===== src/rtl/cl_mem_src_pkg.sv =====
// ============================================================================
// Module : cl_mem_src_pkg
// Brief  : Shared types and helpers for the DDR port source controller.
// Rev    : 1.0 - initial release
// ============================================================================
`default_nettype none

package cl_mem_src_pkg;

  typedef enum logic [1:0] {
    IDLE  = 2'd0,
    SCRB  = 2'd1,
    ATG   = 2'd2,
    DRAIN = 2'd3
  } state_t;

  function automatic int cnt_width(input int max_os);
    return $clog2(max_os + 1);
  endfunction

endpackage

`default_nettype wire


===== src/rtl/cl_mem_os_cnt.sv =====
// ============================================================================
// Module : cl_mem_os_cnt
// Brief  : Saturating outstanding-burst counter with under/overflow pulse.
// Rev    : 1.0 - initial release
// ============================================================================
`default_nettype none

module cl_mem_os_cnt #(
  parameter int MAX_OS = 64,
  parameter int CW     = 7
) (
  input  logic          clk,
  input  logic          rst_n,
  input  logic          inc,
  input  logic          dec,
  input  logic          clr,
  output logic [CW-1:0] cnt,
  output logic          err
);

  localparam logic [CW-1:0] C_MAX = CW'(MAX_OS);

  logic [CW-1:0] r_cnt;
  logic          w_up;
  logic          w_dn;

  // inc and dec together cancel out
  assign w_up = inc & ~dec;
  assign w_dn = dec & ~inc;
  assign err  = ~clr & ((w_up & (r_cnt == C_MAX)) | (w_dn & (r_cnt == '0)));
  assign cnt  = r_cnt;

  always_ff @(posedge clk or negedge rst_n) begin
    if (!rst_n) begin
      r_cnt <= '0;
    end else if (clr) begin
      r_cnt <= '0;
    end else if (w_up && (r_cnt != C_MAX)) begin
      r_cnt <= r_cnt + 1'b1;
    end else if (w_dn && (r_cnt != '0)) begin
      r_cnt <= r_cnt - 1'b1;
    end
  end

endmodule

`default_nettype wire


===== src/rtl/cl_mem_src_ctl.sv =====
// ============================================================================
// Module : cl_mem_src_ctl
// Brief  : Arbitrates the DDR AXI master port between scrubber, ATG and slave
//          path, draining outstanding bursts before every ownership change.
// Rev    : 1.0 - initial release
// ============================================================================
`default_nettype none

module cl_mem_src_ctl
  import cl_mem_src_pkg::*;
#(
  parameter int MAX_OS        = 64,
  parameter int DRAIN_TIMEOUT = 65535,
  parameter bit SCRB_AUTO     = 1'b1,
  localparam int CW           = cnt_width(MAX_OS)
) (
  input  logic          clk,
  input  logic          rst_n,
  input  logic          scrb_req,
  input  logic          atg_req,
  input  logic          scrb_done,
  input  logic          ds_aw_hs,
  input  logic          ds_ar_hs,
  input  logic          ds_b_hs,
  input  logic          ds_rlast_hs,
  input  logic          err_clr,
  output logic          scrb_enable,
  output logic          atg_enable,
  output logic          addr_block,
  output logic [CW-1:0] wr_os,
  output logic [CW-1:0] rd_os,
  output logic [1:0]    state,
  output logic          drain_to_err,
  output logic          cnt_err
);

  localparam int            TW        = $clog2(DRAIN_TIMEOUT + 1);
  localparam logic [TW-1:0] C_TO_LAST = TW'(DRAIN_TIMEOUT - 1);
  localparam logic [CW-1:0] C_THR     = CW'(MAX_OS - 1);

  state_t        r_state, w_state_nxt;
  state_t        r_tgt, w_tgt_nxt, w_tgt_eval;
  logic          r_scrb_req_d, r_first;
  logic [TW-1:0] r_timer;
  logic          r_scrb_en, r_atg_en, r_addr_block;
  logic          r_to_err, r_cnt_err;
  logic          w_scrb_edge, w_drained, w_timeout, w_exit;
  logic          w_wr_err, w_rd_err;

  cl_mem_os_cnt #(.MAX_OS(MAX_OS), .CW(CW)) u_wr_cnt (
    .clk(clk), .rst_n(rst_n), .inc(ds_aw_hs), .dec(ds_b_hs),
    .clr(w_timeout), .cnt(wr_os), .err(w_wr_err)
  );

  cl_mem_os_cnt #(.MAX_OS(MAX_OS), .CW(CW)) u_rd_cnt (
    .clk(clk), .rst_n(rst_n), .inc(ds_ar_hs), .dec(ds_rlast_hs),
    .clr(w_timeout), .cnt(rd_os), .err(w_rd_err)
  );

  assign w_scrb_edge = scrb_req & ~r_scrb_req_d;
  assign w_drained   = (wr_os == '0) && (rd_os == '0);
  assign w_timeout   = (r_state == DRAIN) && !w_drained && (r_timer == C_TO_LAST);
  // a scrub edge during a drain overrides whatever target was pending
  assign w_tgt_eval  = w_scrb_edge ? SCRB : r_tgt;

  always_comb begin
    w_state_nxt = r_state;
    w_tgt_nxt   = r_tgt;
    w_exit      = 1'b0;
    case (r_state)
      IDLE: begin
        if (w_scrb_edge || (SCRB_AUTO && r_first)) begin
          w_state_nxt = DRAIN;
          w_tgt_nxt   = SCRB;
        end else if (atg_req) begin
          w_state_nxt = DRAIN;
          w_tgt_nxt   = ATG;
        end
      end
      SCRB: begin
        if (scrb_done) begin
          w_state_nxt = DRAIN;
          w_tgt_nxt   = atg_req ? ATG : IDLE;
        end
      end
      ATG: begin
        if (w_scrb_edge) begin
          w_state_nxt = DRAIN;
          w_tgt_nxt   = SCRB;
        end else if (!atg_req) begin
          w_state_nxt = DRAIN;
          w_tgt_nxt   = IDLE;
        end
      end
      DRAIN: begin
        if (w_drained || w_timeout) begin
          w_state_nxt = w_tgt_eval;
          w_exit      = 1'b1;
        end else begin
          w_tgt_nxt = w_tgt_eval;
        end
      end
      default: w_state_nxt = IDLE;
    endcase
  end

  always_ff @(posedge clk or negedge rst_n) begin
    if (!rst_n) begin
      r_state      <= IDLE;
      r_tgt        <= IDLE;
      r_scrb_req_d <= 1'b0;
      r_first      <= 1'b1;
      r_timer      <= '0;
      r_scrb_en    <= 1'b0;
      r_atg_en     <= 1'b0;
      r_addr_block <= 1'b0;
      r_to_err     <= 1'b0;
      r_cnt_err    <= 1'b0;
    end else begin
      r_state      <= w_state_nxt;
      r_tgt        <= w_tgt_nxt;
      r_scrb_req_d <= scrb_req;
      r_first      <= 1'b0;
      r_timer      <= (r_state == DRAIN) ? r_timer + 1'b1 : '0;
      // enables stay with the old owner until the drain completes
      if (w_exit) begin
        r_scrb_en <= (w_state_nxt == SCRB);
        r_atg_en  <= (w_state_nxt == ATG);
      end
      r_addr_block <= (w_state_nxt == DRAIN) || (wr_os >= C_THR) || (rd_os >= C_THR);
      if (w_timeout)    r_to_err <= 1'b1;
      else if (err_clr) r_to_err <= 1'b0;
      if (w_wr_err || w_rd_err) r_cnt_err <= 1'b1;
      else if (err_clr)         r_cnt_err <= 1'b0;
    end
  end

  assign scrb_enable  = r_scrb_en;
  assign atg_enable   = r_atg_en;
  assign addr_block   = r_addr_block;
  assign state        = r_state;
  assign drain_to_err = r_to_err;
  assign cnt_err      = r_cnt_err;

endmodule

`default_nettype wire


===== config.mk =====
export PLATFORM = sky130hd
export DESIGN_NAME = cl_mem_src_ctl
export DESIGN_NICKNAME = d
export VERILOG_FILES = /design/src/rtl/cl_mem_src_pkg.sv /design/src/rtl/cl_mem_os_cnt.sv /design/src/rtl/cl_mem_src_ctl.sv
export SDC_FILE = /design/constraint.sdc
export NUM_CORES = 1
export LEC_CHECK = 0
export BUFFER_PORTS_ARGS = -buffer_cell sky130_fd_sc_hd__buf_2
export CAP_MARGIN = 25
export CELL_PAD_IN_SITES_DETAIL_PLACEMENT = 0
export CELL_PAD_IN_SITES_GLOBAL_PLACEMENT = 1
export CORE_ASPECT_RATIO = 1.5
export CORE_MARGIN = 10
export CORE_UTILIZATION = 30
export CTS_CLUSTER_DIAMETER = 30
export DETAILED_ROUTE_END_ITERATION = 8
export GPL_TIMING_DRIVEN = 0
export PLACE_DENSITY = 0.56
export SLEW_MARGIN = 20
export SYNTH_ARGS = -nofsm -noshare
export SYNTH_HDL_FRONTEND = slang
export SYNTH_SLANG_ARGS = --single-unit

===== constraint.sdc =====
create_clock -name clk -period 2.12 [get_ports clk]
set_input_delay 0.318 -clock clk [delete_from_list [all_inputs] [get_ports clk]]
set_output_delay 0.318 -clock clk [all_outputs]
set_load 0.01 [all_outputs]

==> metrics.txt, run 1 <==
status=finished, violations left; failing checks=setup timing; asr flop ratio synth=100.0%; Synth warnings=0; Critical path origin=u_rd_cnt.cnt[0]$_DFFE_PN0P_; die footprint=0.01300 sq mm; Final WS setup=-196.0 ps; largest net degree at the start of global routing=42; Core Box Area=roughly 0.0085 sq mm; largest family of logic cells by synthesized area=simple AND/OR/NAND/NOR gates; final hold viol count=0; IO Pins=31; Peak Freq=0.4318 GHz; pre-CTS WS=-401.9 ps; CP startpoint kind=register; fraction of layout cells with a size suffix above 1=31.95%; met3 usage=2.220%; Placer Congestion=0.7679; final cell count without fillers=approximately 450; Critical Path Fanout Max=4; ANT cells=0; Die H=134.7 um; HP Class=in2reg; Total Routing Usage GR=between 10% and 20%; DRT iter0 DRCs=38; Clk pin slew, worst setup/hold paths=60 ps; syn_nets=just over 300; Compound-Gate Fraction of Synth Area=17.06%; Crit Path Class=reg2reg; leakage power=1.470 nW; register area share after synthesis=39.02%; #FFs+latches synth=41; Logic pwr share=50.9%; Layout fillers=roughly 900; mapped cell area=0.002633 sq mm; met2 usage=between 10% and 20%; HPWL after DPL=a little over 5000 um; Tcrit/Tclk final=109.2%; slowest CP cell=dfrtp_2; CTS buffer count=5; CP Data Arrival Time=2470 ps; Synth Area per Inst=9.402 sq um; Total Power=4.240 mW; CP Capture Type=register; CTS Root Cell=clkbuf_16; cell count after synthesis=280; ys flop type=dfrtp_1; Hold WS=178.4 ps; most common cell after layout, fill and taps aside=nor2_1; first-pass GRT wire length=11530 um; Sink Count=a little over 40; CP peak stage delay=420 ps; Post-Synth Adder-Cell Area=a little over 7%; most frequent cells in the layout=nor2_1 (39), dfrtp_1 (30), buf_2 (30); minimum clock period=2316 ps; Avg WL per Cell=15.42 um; Seq pwr share=about a third; switching power=1.697 mW; unrepaired setup endpoints after global routing=true; vias in the first global route=2334; GR Overflow Total=0; Pins Over Slew Limit=0; R2R Path Start=u_rd_cnt.cnt[0]$_DFFE_PN0P_; Placed Cells incl. Taps=417; clock skew=between 6 and 7 ps; Max clock buf depth=2; Setup TNS=-852.1 ps; crit path to=u_rd_cnt.cnt[6]$_DFFE_PN0P_; Port Buffers=30; Via density=5.106; Cell variety after synth=56; Layout Nets=361; ANT nets after route=0; met1 usage=13.03%; die width=a little under 100 um; FF-to-FF path depth=9; max cap viols=0; FP Rows=41; Residual DRC=0; reg2reg end=u_rd_cnt.cnt[6]$_DFFE_PN0P_; via count=2272; antenna violations before repair=0; P_int=roughly 2.5 mW; global routing's busiest layer=met2; Critical Path, Cell by Cell=nor4_4, a31oi_4, inv_2, ha_4, nor2b_4, o31a_1, o311a_1, o31ai_1, a21oi_1; Skew-Pair Late Insertion Delay=approximately 280 ps; Post-Synth XOR/XNOR Area=5.989%; initial core utilization=30.91%; clock tree from TritonCTS=built; r2r setup slk=-200 ps; Post-Route WL=6862 um; Post-synth EDFFs=0; Sw Ratio=40.01%; required time worst endpoint=2280 ps; area grow syn2layout=30.80%; peak supply drop=0.6469 mV; setup violators final=7; power per cell area=1231 mW/mm^2; 1st-pass router iterations=4; mux contribution to synthesized area=5.513%; H-tree depth=2; clock share of power=17.2%; post-synthesis simple-gate area fraction=22.05%
==> cell type report <==
| cell class | instances | area (sq um) | area share, % |
|---|---|---|---|
| clock inverter | 2 | 10.01 | 0.2907 |
| sequential | 41 | 1040 | 30.20 |
| buffer | 5 | 23.77 | 0.6904 |
| timing repair buffer | 51 | 326.6 | 9.484 |
| tap | 107 | 133.9 | 3.888 |
| clock buffer | 6 | 128.9 | 3.743 |
| inverter | 14 | 55.05 | 1.599 |
| multi-input combinational | 219 | 1725 | 50.11 |
==> what timing repair did <==
action                                  in CTS  in global routing
setup buffers                               11                  8
endpoints found under the hold margin        0                 13
pin swaps                                    9                 14
hold buffers                                 0                  1
resized for setup                            9                 25
endpoints found under the setup margin      10                 23
==> how the worst min path moves through the flow <==
stage                                  end  slack, ps      from  cells past startpoint
detailed placement  r_scrb_req_d$_DFF_PN0_        460  scrb_req                      1
global placement    r_scrb_req_d$_DFF_PN0_        450  scrb_req                      1
finish              r_scrb_req_d$_DFF_PN0_        180  scrb_req                      1
floorplan             addr_block$_DFF_PN0_         20     rst_n                      0
global route        r_scrb_req_d$_DFF_PN0_        170  scrb_req                      1
CTS                 r_scrb_req_d$_DFF_PN0_        170  scrb_req                      1
==> power groups by stage <==
stage | registers, mW | clock network [mW] | logic, mW
after floorplan | 1.34 | 0 | 1.28
after global placement | 1.35 | 0 | 1.77
after detailed placement | 1.35 | 0 | 1.78
after CTS | 1.32 | 0.752 | 1.94
after global routing | 1.40 | 0.787 | 2.41
final | 1.36 | 0.727 | 2.16
==> cell usage after synthesis, types with 3 or more instances <==
library cell,count,area (sq um)
dfrtp_1,40,1001
nand2b_1,4,25.02
mux2_2,4,45.04
inv_1,14,52.55
nor2_1,40,150.1
nor3_1,6,30.03
nand2_1,18,67.56
o21ai_0,8,40.04
nand3_1,7,35.03
a211o_1,3,26.28
o221ai_1,4,35.03
ha_1,12,150.1
mux2i_1,10,100.1
a211oi_1,5,37.54
xor2_1,8,70.07
a31oi_1,5,31.28
a21o_1,6,45.04
nand4_1,6,37.54
clkbuf_1,4,15.01
a21oi_1,10,50.05
nor2b_1,7,43.79
xnor2_1,10,87.58
nor3b_1,3,22.52
==> worst max-delay path: cells and delay by family (launching register included) <==
kind                       cells  cell delay [ps]
DFF                            1              420
adders and majority gates      1              210
buffers and inverters          1              140
AOI/OAI and AO/OA              5              930
and+or+nand+nor                2              490
==> state kept, by name (all words and copies together), names as in the netlist <==
register	count
r_timer	16
u_rd_cnt.cnt	7
u_wr_cnt.cnt	7
r_tgt	2
state	2
addr_block	1
atg_enable	1
cnt_err	1
drain_to_err	1
r_first	1
r_scrb_req_d	1
scrb_enable	1
==> metrics by stage <==
step	area, sq um	util (%)
6_report	3443	40.43
5_1_grt	3443	40.43
4_1_cts	3237	38.01
3_5_place_dp	2989	35.10
3_3_place_gp	2989	35.10
2_1_floorplan	2705	-
==> cell families after synthesis <==
| group | after synthesis |
|---|---|
| other | 1 |
| adders and majority gates | 14 |
| buffers and inverters | 20 |
| DFF | 41 |
| muxes | 14 |
| and+or+nand+nor | 110 |
| xor gates and xnor gates | 18 |
| AOI/OAI and AO/OA | 62 |
==> routing by layer <==
layer	part of all wire [%]	routed length, um	vias to the layer above
met3	3.0	205	4
met2	52	3578	35
li1	-	-	1124
met4	0.83	57	0
met5	0	0	-
met1	44	3021	1109
Power figures use the tool's default switching activity.
==> run 2, diff against run 1 <==
--- a/config.mk
+++ b/config.mk
@@ -19,4 +19,5 @@
 export SLEW_MARGIN = 20
 export SYNTH_ARGS = -nofsm -noshare
 export SYNTH_HDL_FRONTEND = slang
+export SYNTH_HIERARCHICAL = 1
 export SYNTH_SLANG_ARGS = --single-unit
==> constraint.sdc (replaced) <==
create_clock -name clk -period 2 [get_ports clk]
set_input_delay 0.3 -clock clk [delete_from_list [all_inputs] [get_ports clk]]
set_output_delay 0.3 -clock clk [all_outputs]
set_load 0.02 [all_outputs]
==> metrics.txt, run 2 <==
CTS buffer count=5 (unchanged); ANT cells=0 (unchanged); mapped cell area=0.002660 sq mm (was 0.002633 sq mm); CP startpoint kind=register (unchanged); leakage power=1.536 nW (was 1.470 nW); FP Rows=42 (was 41); die footprint=0.01311 sq mm (was 0.01300 sq mm); Sw Ratio=41.40% (was 40.01%); most frequent cells in the layout=nor2_1 (32), buf_2 (29), dfrtp_1 (28) (was nor2_1 (39), dfrtp_1 (30), buf_2 (30)); clock share of power=20.2% (was 17.2%); antenna violations before repair=0 (unchanged); Critical Path, Cell by Cell=nor4_4, a31oi_4, inv_4, ha_4, nor2b_4, o311a_4, o22a_1, o211ai_1, a31oi_1 (was nor4_4, a31oi_4, inv_2, ha_4, nor2b_4, o31a_1, o311a_1, o31ai_1, a21oi_1); peak supply drop=0.5757 mV (was 0.6469 mV); cell taking the most area after synthesis=dfrtp_1 (unchanged); Skew-Pair Late Insertion Delay=280 ps (about the same); Port Buffers=30 (unchanged); vias in the first global route=2424 (was 2334); Post-synth EDFFs=0 (unchanged); final core utilization=41.08% (was 40.43%); Core Box Area=0.008723 sq mm (was 0.008516 sq mm); final hold viol count=2 (was 0); IO Pins=31 (unchanged); Hold WS=-2.840 ps (was 178.4 ps); cell count after synthesis=283 (was 280); minimum clock period=2321 ps (was 2316 ps); P_int=3.054 mW (was 2.544 mW); GR Overflow Total=0 (unchanged); required time worst endpoint=2160 ps (was 2280 ps); Synth area leaders=dfrtp_1 (38%), ha_1 (6.6%), nor2_1 (4.8%) (was dfrtp_1 (38%), ha_1 (5.7%), nor2_1 (5.7%)); Tcrit/Tclk final=116.1% (was 109.2%); H-tree depth=2 (unchanged); pre-CTS WS=-520.6 ps (was -401.9 ps); Synth warnings=6 (was 0); Final WS setup=-321.4 ps (was -196.0 ps); failing checks=hold timing, setup timing (was setup timing); unrepaired setup endpoints after global routing=true (unchanged); post-synth top area share=37.63% (was 38.02%); slowest CP cell=dfrtp_2 (unchanged); 1st-pass router iterations=4 (unchanged); register area share after synthesis=38.62% (was 39.02%); initial core utilization=30.49% (was 30.91%); FF-to-FF path depth=9 (unchanged); status=finished, violations left (unchanged); R2R Path Start=u_rd_cnt/cnt[3]$_DFFE_PN0P_ (was u_rd_cnt.cnt[0]$_DFFE_PN0P_); DRT iter0 DRCs=73 (was 38); Clk pin slew, worst setup/hold paths=60 ps (about the same); power per cell area=1454 mW/mm^2 (was 1231 mW/mm^2); Die H=135.3 um (was 134.7 um); Total Routing Usage GR=11.03% (was 10.84%); via count=2317 (was 2272); Pins Over Slew Limit=0 (unchanged); Layout Nets=371 (was 361); asr flop ratio synth=100.0% (unchanged); Layout fillers=907 (was 899); r2r setup slk=-320 ps (was -200 ps); CTS Root Cell=clkbuf_16 (unchanged); #FFs+latches synth=41 (unchanged); max reg flops=16 (unchanged); Cell variety after synth=51 (was 56); Avg WL per Cell=15.48 um (was 15.42 um); Biggest register=r_timer (unchanged); setup violators final=9 (was 7); clock skew=5.431 ps (was 6.722 ps); HP Class=in2async (was in2reg); Rel. slew slack=62.51%; CP Data Arrival Time=2490 ps (was 2470 ps); Crit Path Class=reg2reg (unchanged); Synth Area per Inst=9.399 sq um (was 9.402 sq um); Placer Congestion=0.7232 (was 0.7679); syn_nets=309 (was 304); die width=96.89 um (was 96.49 um); HPWL after DPL=4959 um (was 5047 um); Residual DRC=0 (unchanged); Via density=5.081 (was 5.106); clock tree from TritonCTS=built (unchanged); ANT nets after route=0 (unchanged); Max clock buf depth=2 (unchanged); reg2reg end=u_rd_cnt/cnt[6]$_DFFE_PN0P_ (was u_rd_cnt.cnt[6]$_DFFE_PN0P_); Seq pwr share=28.6% (was 32.0%); Critical Path Fanout Max=4 (unchanged); area grow syn2layout=34.71% (was 30.80%); Sink Count=41 (unchanged); first-pass GRT wire length=12210 um (was 11530 um); CP Capture Type=register (unchanged); Post-synth top cells=dfrtp_1 (40), nor2_1 (34), nand2_1 (22) (was dfrtp_1 (40), nor2_1 (40), nand2_1 (18)); fraction of layout cells with a size suffix above 1=37.28% (was 31.95%); max cap viols=0 (unchanged); Post-CTS Hold Buffers=0 (unchanged); count leader, synth=dfrtp_1; ys flop type=dfrtp_1 (unchanged); switching power=2.157 mW (was 1.697 mW); most common cell after layout, fill and taps aside=nor2_1 (unchanged); Peak Freq=0.4308 GHz (was 0.4318 GHz); Logic pwr share=51.2% (was 50.9%); largest net degree at the start of global routing=42 (unchanged); CP peak stage delay=430 ps (was 420 ps); Post-Route WL=7061 um (was 6862 um); actual slew at the worst max-slew pin=roughly 560 ps
-- run 2: critical path: cells and delay by family (launching register included) --
kind	cells	cell delay [ps]
AOI/OAI and AO/OA	5	940
and+or+nand+nor	2	490
DFF	1	430
adders and majority gates	1	210
buffers and inverters	1	130
-- run 2: metrics by stage --
stage	std cells	setup TNS [ps]	power [mW]	cell area, sq um
after detailed placement	423	-3888	3.737	3044
after CTS	447	-1731	5.034	3413
final	456	-1742	5.211	3583
after floorplan	283	-1708	3.116	2756
after global routing	456	-2637	5.628	3583
after global placement	423	-3760	3.724	3044
-- run 2: final cells by class --
type	count	area, sq um	share of cell area (%)
plain buffers	4	30.03	0.8380
clock buffers	5	125.1	3.492
clock inverters	3	65.06	1.816
inverters	14	57.56	1.606
multi-input cells	224	1752	48.88
flip-flops and latches	41	1042	29.09
well taps	110	137.6	3.841
repair buffers	55	374.1	10.44
-- run 2: routing by layer --
layer / global-route usage, % / vias to the layer above / routed length, um / share of wire [%]
li1: - / 1154 / - / -
met1: 12.87 / 1129 / 3186 / 45
met2: 19.34 / 32 / 3626 / 51
met3: 2.503 / 2 / 206 / 2.9
met4: 3.783 / 0 / 42 / 0.59
met5: 0 / - / 0 / 0
-- run 2: power by group through the flow --
stage          sequential (mW)  clock (mW)  combinational [mW]
2_1_floorplan             1.63           0                1.48
3_3_place_gp              1.59           0                2.14
3_5_place_dp              1.59           0                2.15
4_1_cts                   1.48        1.08                2.47
5_1_grt                   1.55        1.12                2.96
6_report                  1.49        1.05                2.67
-- run 2: worst max-delay path by stage --
stage                                            from                          end  slack (ps)  cells after the start
after CTS                 u_rd_cnt/cnt[0]$_DFFE_PN0P_  u_rd_cnt/cnt[6]$_DFFE_PN0P_        -330                      9
after floorplan           u_rd_cnt/cnt[2]$_DFFE_PN0P_  u_rd_cnt/cnt[6]$_DFFE_PN0P_        -360                      9
after detailed placement  u_rd_cnt/cnt[2]$_DFFE_PN0P_  u_rd_cnt/cnt[6]$_DFFE_PN0P_        -520                      9
final                     u_rd_cnt/cnt[3]$_DFFE_PN0P_  u_rd_cnt/cnt[6]$_DFFE_PN0P_        -320                      9
after global routing      u_wr_cnt/cnt[3]$_DFFE_PN0P_  u_wr_cnt/cnt[6]$_DFFE_PN0P_        -420                      8
after global placement    u_rd_cnt/cnt[2]$_DFFE_PN0P_  u_rd_cnt/cnt[6]$_DFFE_PN0P_        -540                      9
-- run 2: repair_timing --
action	4_1_cts	5_1_grt
setup endpoints to repair	15	19
endpoints found under the hold margin	0	0
cloned	0	1
pin swaps	9	14
buffers inserted	16	9
resized for setup	20	20
-- run 2: logic make-up after synthesis --
family	share of synthesized area (%)
flip-flops	38.62
adder cells (fa/ha/maj)	8.090
AO/OA/AOI/OAI	17.73
buffers and inverters	2.540
other	0.1410
XOR/XNOR	5.927
multiplexers	2.822
AND/OR/NAND/NOR	24.13
